$ cat src/rtl/regfile_bist_pkg.sv
// Shared types and constants for the register-file BIST initiator.
package regfile_bist_pkg;

  localparam int unsigned REG_COUNT = 32;
  localparam int unsigned ADDR_W    = 5;
  localparam int unsigned DATA_W    = 32;

  localparam logic [DATA_W-1:0] DEFAULT_SEED = 32'h0000_0001;
  localparam logic [DATA_W-1:0] DEFAULT_POLY = 32'h8020_0003;

  typedef enum logic [2:0] {
    ST_IDLE,
    ST_WRITE,
    ST_READ,
    ST_LAST,
    ST_DONE
  } state_e;

  // One in-flight read: compared against the regfile data one edge later.
  typedef struct packed {
    logic              valid;
    logic [ADDR_W-1:0] addr;
    logic [DATA_W-1:0] exp_data;
  } cmp_t;

endpackage

$ cat src/rtl/regfile_bist_if.sv
// Port bundle between the BIST initiator (master) and the register file (slave).
interface regfile_bist_if;
  import regfile_bist_pkg::*;

  logic              ctrl_writeEn;
  logic [ADDR_W-1:0] ctrl_writeReg;
  logic [DATA_W-1:0] data_writeReg;
  logic [ADDR_W-1:0] ctrl_readRegA;
  logic [ADDR_W-1:0] ctrl_readRegB;
  logic [DATA_W-1:0] data_readRegA;
  logic [DATA_W-1:0] data_readRegB;

  modport master (
    output ctrl_writeEn, ctrl_writeReg, data_writeReg, ctrl_readRegA, ctrl_readRegB,
    input  data_readRegA, data_readRegB
  );

  modport slave (
    input  ctrl_writeEn, ctrl_writeReg, data_writeReg, ctrl_readRegA, ctrl_readRegB,
    output data_readRegA, data_readRegB
  );

endinterface

$ cat src/rtl/regfile_bist_lfsr.sv
// One step of a right-shifting Galois LFSR.
module regfile_bist_lfsr
  import regfile_bist_pkg::*;
#(
  parameter logic [DATA_W-1:0] POLY = DEFAULT_POLY
) (
  input  logic [DATA_W-1:0] cur,
  output logic [DATA_W-1:0] next_c
);

  assign next_c = (cur >> 1) ^ (cur[0] ? POLY : '0);

endmodule

$ cat src/rtl/regfile_bist.sv
// BIST initiator: writes an LFSR pattern (then its complement) to every register
// and reads it back on both ports, accumulating mismatches.
module regfile_bist
  import regfile_bist_pkg::*;
#(
  parameter logic [DATA_W-1:0] SEED  = DEFAULT_SEED,
  parameter logic [DATA_W-1:0] POLY  = DEFAULT_POLY,
  parameter int unsigned       ERR_W = 8
) (
  input  logic              clock,
  input  logic              ctrl_reset_n,
  input  logic              start,
  regfile_bist_if.master    rf,
  output logic              done,
  output logic              pass,
  output logic [ERR_W-1:0]  err_count,
  output logic              fail_valid,
  output logic [ADDR_W-1:0] first_fail_reg
);

  localparam int unsigned       SUM_W     = ERR_W + 1;
  localparam logic [ADDR_W-1:0] LAST_ADDR = ADDR_W'(REG_COUNT - 1);

  state_e            state, state_nxt;
  logic [ADDR_W-1:0] addr, addr_nxt;
  logic [DATA_W-1:0] wlfsr, wlfsr_nxt, rlfsr, rlfsr_nxt;
  logic [DATA_W-1:0] wlfsr_step_c, rlfsr_step_c, mask_c;
  logic              pass_idx, pass_idx_nxt;
  cmp_t              cmp, cmp_nxt;

  logic              we_nxt;
  logic [ADDR_W-1:0] wreg_nxt, rreg_nxt, ffr_nxt;
  logic [DATA_W-1:0] wdata_nxt;
  logic              done_nxt, pass_nxt, fail_valid_nxt;
  logic [ERR_W-1:0]  err_nxt, err_cmp_c;
  logic [SUM_W-1:0]  err_sum_c;
  logic              mis_a_c, mis_b_c;

  regfile_bist_lfsr #(.POLY(POLY)) u_wlfsr (.cur(wlfsr), .next_c(wlfsr_step_c));
  regfile_bist_lfsr #(.POLY(POLY)) u_rlfsr (.cur(rlfsr), .next_c(rlfsr_step_c));

  // Compare the read issued last cycle; saturating error accumulation.
  always_comb begin
    mis_a_c   = cmp.valid && (rf.data_readRegA != cmp.exp_data);
    mis_b_c   = cmp.valid && (rf.data_readRegB != cmp.exp_data);
    err_sum_c = SUM_W'(err_count) + SUM_W'(mis_a_c) + SUM_W'(mis_b_c);
    err_cmp_c = err_sum_c[ERR_W] ? '1 : err_sum_c[ERR_W-1:0];
    mask_c    = {DATA_W{pass_idx}};
  end

  always_comb begin
    state_nxt      = state;
    addr_nxt       = addr;
    wlfsr_nxt      = wlfsr;
    rlfsr_nxt      = rlfsr;
    pass_idx_nxt   = pass_idx;
    cmp_nxt        = '0;
    we_nxt         = 1'b0;
    wreg_nxt       = '0;
    wdata_nxt      = '0;
    rreg_nxt       = '0;
    done_nxt       = done;
    pass_nxt       = pass;
    err_nxt        = err_cmp_c;
    fail_valid_nxt = fail_valid | mis_a_c | mis_b_c;
    ffr_nxt        = (!fail_valid && (mis_a_c || mis_b_c)) ? cmp.addr : first_fail_reg;

    unique case (state)
      ST_IDLE: begin
        done_nxt = 1'b0;
        if (start) begin
          state_nxt      = ST_WRITE;
          err_nxt        = '0;
          fail_valid_nxt = 1'b0;
          ffr_nxt        = '0;
          pass_nxt       = 1'b0;
          pass_idx_nxt   = 1'b0;
          addr_nxt       = '0;
          wlfsr_nxt      = SEED;
        end
      end
      ST_WRITE: begin
        we_nxt    = 1'b1;
        wreg_nxt  = addr;
        wdata_nxt = wlfsr ^ mask_c;
        addr_nxt  = addr + ADDR_W'(1);
        wlfsr_nxt = wlfsr_step_c;
        if (addr == LAST_ADDR) begin
          state_nxt = ST_READ;
          addr_nxt  = '0;
          rlfsr_nxt = SEED;
        end
      end
      ST_READ: begin
        rreg_nxt         = addr;
        cmp_nxt.valid    = 1'b1;
        cmp_nxt.addr     = addr;
        // Register 0 is hardwired to zero in the regfile.
        cmp_nxt.exp_data = (addr == '0) ? '0 : (rlfsr ^ mask_c);
        addr_nxt         = addr + ADDR_W'(1);
        rlfsr_nxt        = rlfsr_step_c;
        if (addr == LAST_ADDR) state_nxt = ST_LAST;
      end
      ST_LAST: begin
        if (!pass_idx) begin
          state_nxt    = ST_WRITE;
          pass_idx_nxt = 1'b1;
          addr_nxt     = '0;
          wlfsr_nxt    = SEED;
        end else begin
          state_nxt = ST_DONE;
          done_nxt  = 1'b1;
          pass_nxt  = (err_cmp_c == '0);
        end
      end
      ST_DONE: begin
        done_nxt = 1'b1;
        if (!start) begin
          state_nxt = ST_IDLE;
          done_nxt  = 1'b0;
        end
      end
      default: state_nxt = ST_IDLE;
    endcase
  end

  always_ff @(posedge clock or negedge ctrl_reset_n) begin
    if (!ctrl_reset_n) begin
      state            <= ST_IDLE;
      addr             <= '0;
      wlfsr            <= SEED;
      rlfsr            <= SEED;
      pass_idx         <= 1'b0;
      cmp              <= '0;
      rf.ctrl_writeEn  <= 1'b0;
      rf.ctrl_writeReg <= '0;
      rf.data_writeReg <= '0;
      rf.ctrl_readRegA <= '0;
      rf.ctrl_readRegB <= '0;
      done             <= 1'b0;
      pass             <= 1'b0;
      err_count        <= '0;
      fail_valid       <= 1'b0;
      first_fail_reg   <= '0;
    end else begin
      state            <= state_nxt;
      addr             <= addr_nxt;
      wlfsr            <= wlfsr_nxt;
      rlfsr            <= rlfsr_nxt;
      pass_idx         <= pass_idx_nxt;
      cmp              <= cmp_nxt;
      rf.ctrl_writeEn  <= we_nxt;
      rf.ctrl_writeReg <= wreg_nxt;
      rf.data_writeReg <= wdata_nxt;
      rf.ctrl_readRegA <= rreg_nxt;
      rf.ctrl_readRegB <= rreg_nxt;
      done             <= done_nxt;
      pass             <= pass_nxt;
      err_count        <= err_nxt;
      fail_valid       <= fail_valid_nxt;
      first_fail_reg   <= ffr_nxt;
    end
  end

endmodule
$ cat src/flat_wrapper.sv
// flat-port wrapper written by rule: the top's interface ports become plain ports
module regfile_bist_flat import regfile_bist_pkg::*;
#(
  parameter logic [DATA_W-1:0] SEED  = DEFAULT_SEED,
  parameter logic [DATA_W-1:0] POLY  = DEFAULT_POLY,
  parameter int unsigned       ERR_W = 8
)
  (clock, ctrl_reset_n, start, done, pass, err_count, fail_valid, first_fail_reg, rf_ctrl_writeEn, rf_ctrl_writeReg, rf_data_writeReg, rf_ctrl_readRegA, rf_ctrl_readRegB, rf_data_readRegA, rf_data_readRegB);
  regfile_bist_if rf_i ();
  input  logic clock;
  input  logic ctrl_reset_n;
  input  logic start;
  output logic done;
  output logic pass;
  output logic [ERR_W-1:0] err_count;
  output logic fail_valid;
  output logic [ADDR_W-1:0] first_fail_reg;
  output wire logic [$bits(rf_i.ctrl_writeEn)-1:0] rf_ctrl_writeEn;
  output wire logic [$bits(rf_i.ctrl_writeReg)-1:0] rf_ctrl_writeReg;
  output wire logic [$bits(rf_i.data_writeReg)-1:0] rf_data_writeReg;
  output wire logic [$bits(rf_i.ctrl_readRegA)-1:0] rf_ctrl_readRegA;
  output wire logic [$bits(rf_i.ctrl_readRegB)-1:0] rf_ctrl_readRegB;
  input wire logic [$bits(rf_i.data_readRegA)-1:0] rf_data_readRegA;
  input wire logic [$bits(rf_i.data_readRegB)-1:0] rf_data_readRegB;
  assign rf_ctrl_writeEn = rf_i.ctrl_writeEn;
  assign rf_ctrl_writeReg = rf_i.ctrl_writeReg;
  assign rf_data_writeReg = rf_i.data_writeReg;
  assign rf_ctrl_readRegA = rf_i.ctrl_readRegA;
  assign rf_ctrl_readRegB = rf_i.ctrl_readRegB;
  assign rf_i.data_readRegA = rf_data_readRegA;
  assign rf_i.data_readRegB = rf_data_readRegB;
  regfile_bist #(.SEED(SEED), .POLY(POLY), .ERR_W(ERR_W)) u_core (.clock(clock), .ctrl_reset_n(ctrl_reset_n), .start(start), .rf(rf_i), .done(done), .pass(pass), .err_count(err_count), .fail_valid(fail_valid), .first_fail_reg(first_fail_reg));
endmodule
$ cat config.mk
export PLATFORM = sky130hd
export DESIGN_NAME = regfile_bist_flat
export DESIGN_NICKNAME = d
export VERILOG_FILES = /design/src/rtl/regfile_bist_pkg.sv /design/src/rtl/regfile_bist_if.sv /design/src/rtl/regfile_bist_lfsr.sv /design/src/rtl/regfile_bist.sv /design/src/flat_wrapper.sv
export SDC_FILE = /design/constraint.sdc
export NUM_CORES = 1
export LEC_CHECK = 0
export ABC_AREA = 1
export BUFFER_PORTS_ARGS = -buffer_cell sky130_fd_sc_hd__buf_2
export CORE_ASPECT_RATIO = 1.25
export CORE_MARGIN = 2
export CORE_UTILIZATION = 56
export CTS_CLUSTER_DIAMETER = 200
export CTS_CLUSTER_SIZE = 10
export DETAILED_ROUTE_END_ITERATION = 8
export PLACE_DENSITY = 0.79
export REMOVE_ABC_BUFFERS = 1
export SYNTH_ARGS = -nofsm -noshare
export SYNTH_HDL_FRONTEND = slang
export SYNTH_SLANG_ARGS = --single-unit
export TNS_END_PERCENT = 10
$ cat constraint.sdc
create_clock -name clock -period 2.9 [get_ports clock]
set_input_delay 0.435 -clock clock [delete_from_list [all_inputs] [get_ports clock]]
set_output_delay 0.435 -clock clock [all_outputs]
set_load 0.03 [all_outputs]
Yosys cells after proc, flatten, opt, wreduce, memory -nomap -nowiden
Index checks and enable logic that the tools add are counted.
{ "op_classes": {"n_eq_ne": 13, "bitwise_logic": 6, "n_reduce_logical": 20, "n_addsub": 3, "muxes": 38} }
{ "ops": {"columns": ["operator", "n"], "rows": [
  ["$mux 32", 7],
  ["$pmux 32 s3", 1],
  ["$ne 32x32->1", 2],
  ["$pmux 32 s2", 1],
  ["$xor 31x32->32", 2],
  ["$xor 32x32->32", 2],
  ["$mux 5", 8],
  ["$mux 38", 1],
  ["$mux 8", 3],
  ["$pmux 5 s4", 1],
  ["$mux 3", 5],
  ["$pmux 3 s5", 1],
  ["$add 8x1->9", 1],
  ["$add 9x1->9", 1],
  ["$reduce_and 3->1", 3],
  ["$logic_not 8->1", 1],
  ["$mux 1", 7],
  ["$eq 3x2->1 const B", 2],
  ["$ne 2x1->1 const B", 3],
  ["$ne 2x2->1 const B", 3],
  ["$reduce_and 2->1", 3],
  ["$reduce_bool 3->1", 2],
  ["$add 5x1->5 const B", 1],
  ["$eq 5x5->1 const B", 1],
  ["other kinds (13)", 18]
]} }
{ "word_totals": {"output_inout_bits": 64, "elab_cells": 97, "reg_bits": 170} }

Depth between registers and ports, before layout
{ "depth": {"depth_word": 8, "ltp_mapped": 19, "ltp_nobuf": 19} }

By module
From an unflattened synthesis, not the netlist that was laid out.
{ "unflattened": {"cells_unflattened": 1011, "hier_area_um2": 8285.4} }
{ "modules_own_cells": {"columns": ["module", "area_per_inst_um2", "seq_area_each_um2", "cells_each", "instances"], "rows": [
  ["regfile_bist", 7752.4, 4131.5, 927, 1],
  ["regfile_bist_lfsr", 266.5, 0.0, 42, 2]
]} }

Least setup slack after synthesis
OpenSTA, ideal clock, no wires.
{ "synth_path": {"kind": "input port to flip-flop", "startpoint": "input port rf_data_readRegA[5]", "endpoint": "register u_core.pass", "stages": 17, "arrival_ps": 2444, "required_time_ps": 2805, "setup_slack_ps": 361, "cell_sequence": "xnor2_1 nand2_1 nor2_1 nand2_1 nor2_1 nand2_1 nand2_1 inv_1 fa_1 ha_1 nand3_1 nor2_1 nand3_1 inv_1 a21oi_1 nand4_1 o31ai_1"} }
{ "synth_via": {"elab_chain_cells": 8} }
{ "synth_rtl": {"columns": ["element", "line_no", "rtl"], "rows": [
  ["from (decl)", "flat_wrapper.sv:23", "input wire logic [$bits(rf_i.data_readRegA)-1:0] rf_data_readRegA;"],
  ["$ne 32x32->1", "regfile_bist.sv:44", "mis_a_c = cmp.valid && (rf.data_readRegA != cmp.exp_data);"],
  ["$logic_and 1x1->1", "regfile_bist.sv:44", null],
  ["$add 8x1->9", "regfile_bist.sv:46", "err_sum_c = SUM_W'(err_count) + SUM_W'(mis_a_c) + SUM_W'(mis_b_c);"],
  ["$add 9x1->9", "regfile_bist.sv:46", null],
  ["$mux 8", "regfile_bist.sv:47", "err_cmp_c = err_sum_c[ERR_W] ? '1 : err_sum_c[ERR_W-1:0];"],
  ["$logic_not 8->1", "regfile_bist.sv:113", "pass_nxt = (err_cmp_c == '0);"],
  ["$mux 1", "regfile_bist.sv:105", "if (!pass_idx) begin"],
  ["$pmux 1 s2", "regfile_bist.sv:68", "unique case (state)"],
  ["to (signal assigned)", "regfile_bist.sv:158", "pass <= pass_nxt;"],
  ["to (decl)", "regfile_bist.sv:15", "output logic pass,"]
]} }
Every way passes these cells. The select of a mux whose other input is x is not followed.
A chain may end at the register's enable or synchronous reset.

Worst setup path after layout
{ "layout_path": {"startpoint": "register u_core.cmp[12] (netlist bit)", "endpoint": "register u_core.pass"} }
{ "layout_via": {"elab_chain_cells": 8} }
{ "layout_rtl": {"columns": ["element", "line_no", "rtl"], "rows": [
  ["from (decl)", "regfile_bist.sv:29", "cmp_t cmp, cmp_nxt;"],
  ["from (signal assigned)", "regfile_bist.sv:151", "cmp <= cmp_nxt;"],
  ["$ne 32x32->1", "regfile_bist.sv:44", null],
  ["$logic_and 1x1->1", "regfile_bist.sv:44", null],
  ["$add 8x1->9", "regfile_bist.sv:46", null],
  ["$add 9x1->9 (*)", "regfile_bist.sv:46", null],
  ["$mux 8 (*)", "regfile_bist.sv:47", null],
  ["$logic_not 8->1 (*)", "regfile_bist.sv:113", null],
  ["$mux 1 (*)", "regfile_bist.sv:105", null],
  ["$pmux 1 s2 (*)", "regfile_bist.sv:68", null]
]} }
Every way passes the cells marked *; elsewhere a longest branch is shown, timed or not. The select of a mux whose other input is x is not followed.

==> flow_summary.toml <==
[status]
run_status = "finished clean"

[critical_path]
cp_launch_type = "flop"
worstReg2RegEnd = "u_core.pass"
path_class = "reg2reg"
cell_count_of_the_worst_reg_to_reg_path = 17
worstPathArrival_ns = 3.01
worst-r2r-setup-slack_ns = 0.22
regToRegStartpoint = "u_core.cmp[12]"
critical_path_required_ns = 3.23
worstPathMaxFanout = 5
endpoint_kind = "flop"

[clocking]
cts-root-to-sink-buffers = 2
number_of_buffers_created_by_cts = 17
tritoncts = "done"
cts_sinks = 165
cts.clk_slew.worst_paths_ns = 0.06
cts_root_buffer = "sky130_fd_sc_hd__clkbuf_16"
clock_insertion_delay_worst_skew_ns = 0.42
ctsHtreeMaxLevel = 4

[place]
place.gp.congestion = 0.8146
place_inst = 1146
dp.final_hpwl_um = 10490
port_buffers = 130
detailed_place.area_um2 = 8303

[yosys]
synth_area_um2 = 7521
ys_ff_latch = 165
syn_area_per_cell_um2 = 8.595
synth_unique_cells = 32
postSynthCellCount = 875
seq_area_frac_synth_pct = 54.93
synth.yosys.warnings = 0

[route]
drtAntennaViolNets = 0
remaining_drc_errors = 0
wl_um = 15750
num_vias = 6069
wl_per_cell_um = 13.34
drtIter0Drc = 408
detailedRoute.firstPassIterationCount = 5
vias_per_cell = 5.139

[cells_and_area]
layout.cell_area.non_filler_um2 = 8967
final.fill_count = 1068
register_with_the_highest_flop_count = "u_core.cmp"
regArea_um2 = 4133
layout-area-overhead-vs-synth_pct = 19.23
largest_register_ffs = 34
antenna_cells = 0
layoutNonFillerInstCount = 1181
layout.nets = 1069
drive_gt1_share_pct = 20.89
multi_input_area_um2 = 2738

[pwr]
cellPowerDensity_nw_per_um2 = 798.0
peakVddDrop_v = 0.0005367
report.power.total_uw = 7156
p_leak_uw = 0.004392

[timing]
slew_violations = 0
hold_violations = 0
finalWorstPathRequiredPeriod_ns = 2.680
maximum_frequency_from_static_timing_analysis_mhz = 373.2
max_slew_margin_pct = 53.40
clock_skew_ns = 0.009332
timing_worst_slew_pin_value_ns = 0.6990
timing.final.setup_violations = 0
tns_ns = 0
finalCritPeriodShare_pct = 92.40

[run]
max-cap-violations = 0

[floorplanning]
num_io_pins = 131
number_of_placement_rows = 47
die_height_um = 133.6
dieArea_um2 = 14380
initial_utilization_pct = 57.10
die-width_um = 107.7
floorplan.core_area_um2 = 13170

[hold_path]
hold_end = "u_core.done"
whs_path_depth = 3
worstHoldPathType = "in2reg"
hold_path_startpoint = "start"

[grt]
overflow = 0
first_pass_grt_wire_length_um = 26380
grt_pass1_vias = 5737
grt_max_degree = 68
grt_antenna_before_repair = 0
gr-usage-all-layers_pct = 23.05
[through the flow]
stage	setup slack (ns)	util (%)	hold WS [ns]
final	0.2203	68.08	0.3721
after CTS	0.1063	67.63	0.3585
after detailed placement	-0.05200	63.03	0.4460
after global placement	0.1081	63.03	0.4522
after floorplan	-0.2918	-	0.1394
after global routing	-0.01656	68.08	0.3977
[per-layer routing]
| metal | GRT usage, % | wire length [um] | vias up |
|---|---|---|---|
| met5 | 0 | 0 | - |
| met4 | 7.123 | 225 | 0 |
| met3 | 5.382 | 895 | 21 |
| met2 | 37.74 | 7960 | 161 |
| met1 | 30.68 | 6667 | 2886 |
| li1 | - | - | 3001 |
[critical path, cell delays in order, from the launching register on]
cell                      delay, ns
sky130_fd_sc_hd__dfrtp_1       0.42
sky130_fd_sc_hd__xnor2_1       0.17
sky130_fd_sc_hd__nand2_1       0.08
sky130_fd_sc_hd__nor2_1        0.14
sky130_fd_sc_hd__nand2_2       0.11
sky130_fd_sc_hd__nor2_2        0.10
sky130_fd_sc_hd__nand2_1       0.06
sky130_fd_sc_hd__nand2_1       0.07
sky130_fd_sc_hd__inv_1         0.06
sky130_fd_sc_hd__fa_2          0.36
sky130_fd_sc_hd__ha_2          0.20
sky130_fd_sc_hd__nand3_2       0.09
sky130_fd_sc_hd__nor2_1        0.06
sky130_fd_sc_hd__nand3_1       0.12
sky130_fd_sc_hd__inv_2         0.10
sky130_fd_sc_hd__a21oi_2       0.14
sky130_fd_sc_hd__nand4_1       0.09
sky130_fd_sc_hd__o31ai_1       0.23
[cells by family after synthesis]
| group | synth area share, % |
|---|---|
| AND/OR/NAND/NOR | 16.95 |
| flip-flops | 54.93 |
| AO/OA/AOI/OAI | 11.71 |
| XOR/XNOR | 6.172 |
| buffers and inverters | 9.300 |
| adder cells (fa/ha/maj) | 0.9317 |
[what timing repair did]
action / 4_1_cts / 5_1_grt
hold buffers: 1 / 0
endpoints found under the setup margin: 0 / 2
resized for setup: 0 / 13
hold endpoints to repair: 8 / 0
setup buffers: 0 / 2
[Yosys cell counts, drive strengths merged]
master / n / share of area, %
a21oi: 77 / 5.2
a31o: 1 / 0.12
a31oi: 1 / 0.083
buf: 27 / 2.0
clkbuf: 18 / 0.90
clkinv: 1 / 0.050
dfrtp: 163 / 54
dfstp: 2 / 0.70
fa: 1 / 0.27
ha: 4 / 0.67
inv: 127 / 6.3
nand2: 243 / 12
nand3: 17 / 1.3
nand4: 5 / 0.42
nor2: 53 / 2.6
nor3: 3 / 0.20
nor3b: 1 / 0.10
o211ai: 2 / 0.20
o21ai: 11 / 0.73
o22ai: 59 / 4.9
o31ai: 1 / 0.10
o32ai: 3 / 0.35
or2: 2 / 0.17
xnor2: 50 / 5.8
xor2: 3 / 0.35
[power breakdown]
| group | internal [uW] | total, uW | leakage (uW) | switching [uW] |
|---|---|---|---|---|
| registers | 2740 | 2960 | 0.00222 | 211 |
| clock network | 1340 | 2220 | 0.000278 | 887 |
| logic | 640 | 1980 | 0.00189 | 1340 |
[final cells by class]
class / count / area share, %
Clock buffer: 21 / 5.246
Clock inverter: 11 / 1.395
Inverter: 128 / 5.358
Multi-Input combinational cell: 537 / 30.53
Sequential cell: 165 / 46.09
Tap cell: 171 / 2.386
Timing Repair Buffer: 148 / 9.000
[cell usage in the layout, fill, tap and decap left out, types with 2 or more instances in the layout]
cell / Yosys / routed
sky130_fd_sc_hd__inv_2: 10 / 11
sky130_fd_sc_hd__nor2_4: 0 / 2
sky130_fd_sc_hd__bufinv_16: 0 / 2
sky130_fd_sc_hd__clkbuf_16: 0 / 17
sky130_fd_sc_hd__nor3_1: 3 / 3
sky130_fd_sc_hd__nor2_1: 53 / 49
sky130_fd_sc_hd__o22ai_1: 59 / 59
sky130_fd_sc_hd__o211ai_1: 2 / 2
sky130_fd_sc_hd__nand4_1: 5 / 5
sky130_fd_sc_hd__buf_2: 10 / 129
sky130_fd_sc_hd__xnor2_1: 50 / 49
sky130_fd_sc_hd__clkinvlp_4: 0 / 5
sky130_fd_sc_hd__clkinv_2: 0 / 2
sky130_fd_sc_hd__inv_1: 117 / 116
sky130_fd_sc_hd__clkbuf_8: 0 / 3
sky130_fd_sc_hd__a21oi_1: 75 / 74
sky130_fd_sc_hd__xor2_1: 3 / 3
sky130_fd_sc_hd__nor2_2: 0 / 2
sky130_fd_sc_hd__nand3_1: 15 / 14
sky130_fd_sc_hd__nand2_1: 242 / 241
sky130_fd_sc_hd__buf_4: 10 / 16
sky130_fd_sc_hd__dfstp_2: 2 / 2
sky130_fd_sc_hd__o21ai_1: 4 / 3
sky130_fd_sc_hd__or2_2: 2 / 2
sky130_fd_sc_hd__nand3_2: 2 / 3
sky130_fd_sc_hd__ha_1: 4 / 3
sky130_fd_sc_hd__o21ai_0: 7 / 7
sky130_fd_sc_hd__a21oi_2: 2 / 3
sky130_fd_sc_hd__o32ai_1: 3 / 3
sky130_fd_sc_hd__dfrtp_1: 163 / 162
sky130_fd_sc_hd__nand2_2: 1 / 2
[worst max-delay path by stage]
stage | depth (start not counted) | end | from | slack (ns)
finish | 17 | u_core.pass | u_core.cmp[12] | 0.22
CTS | 17 | u_core.pass | u_core.cmp[12] | 0.11
global route | 17 | u_core.pass | u_core.cmp[8] | -0.02
detailed placement | 18 | u_core.pass | rf_data_readRegA[12] | -0.05
floorplan | 9 | u_core.wlfsr[0] | u_core.pass_idx | -0.29
global placement | 18 | u_core.pass | rf_data_readRegA[13] | 0.11
No activity file was read; power rests on OpenSTA's default activity.
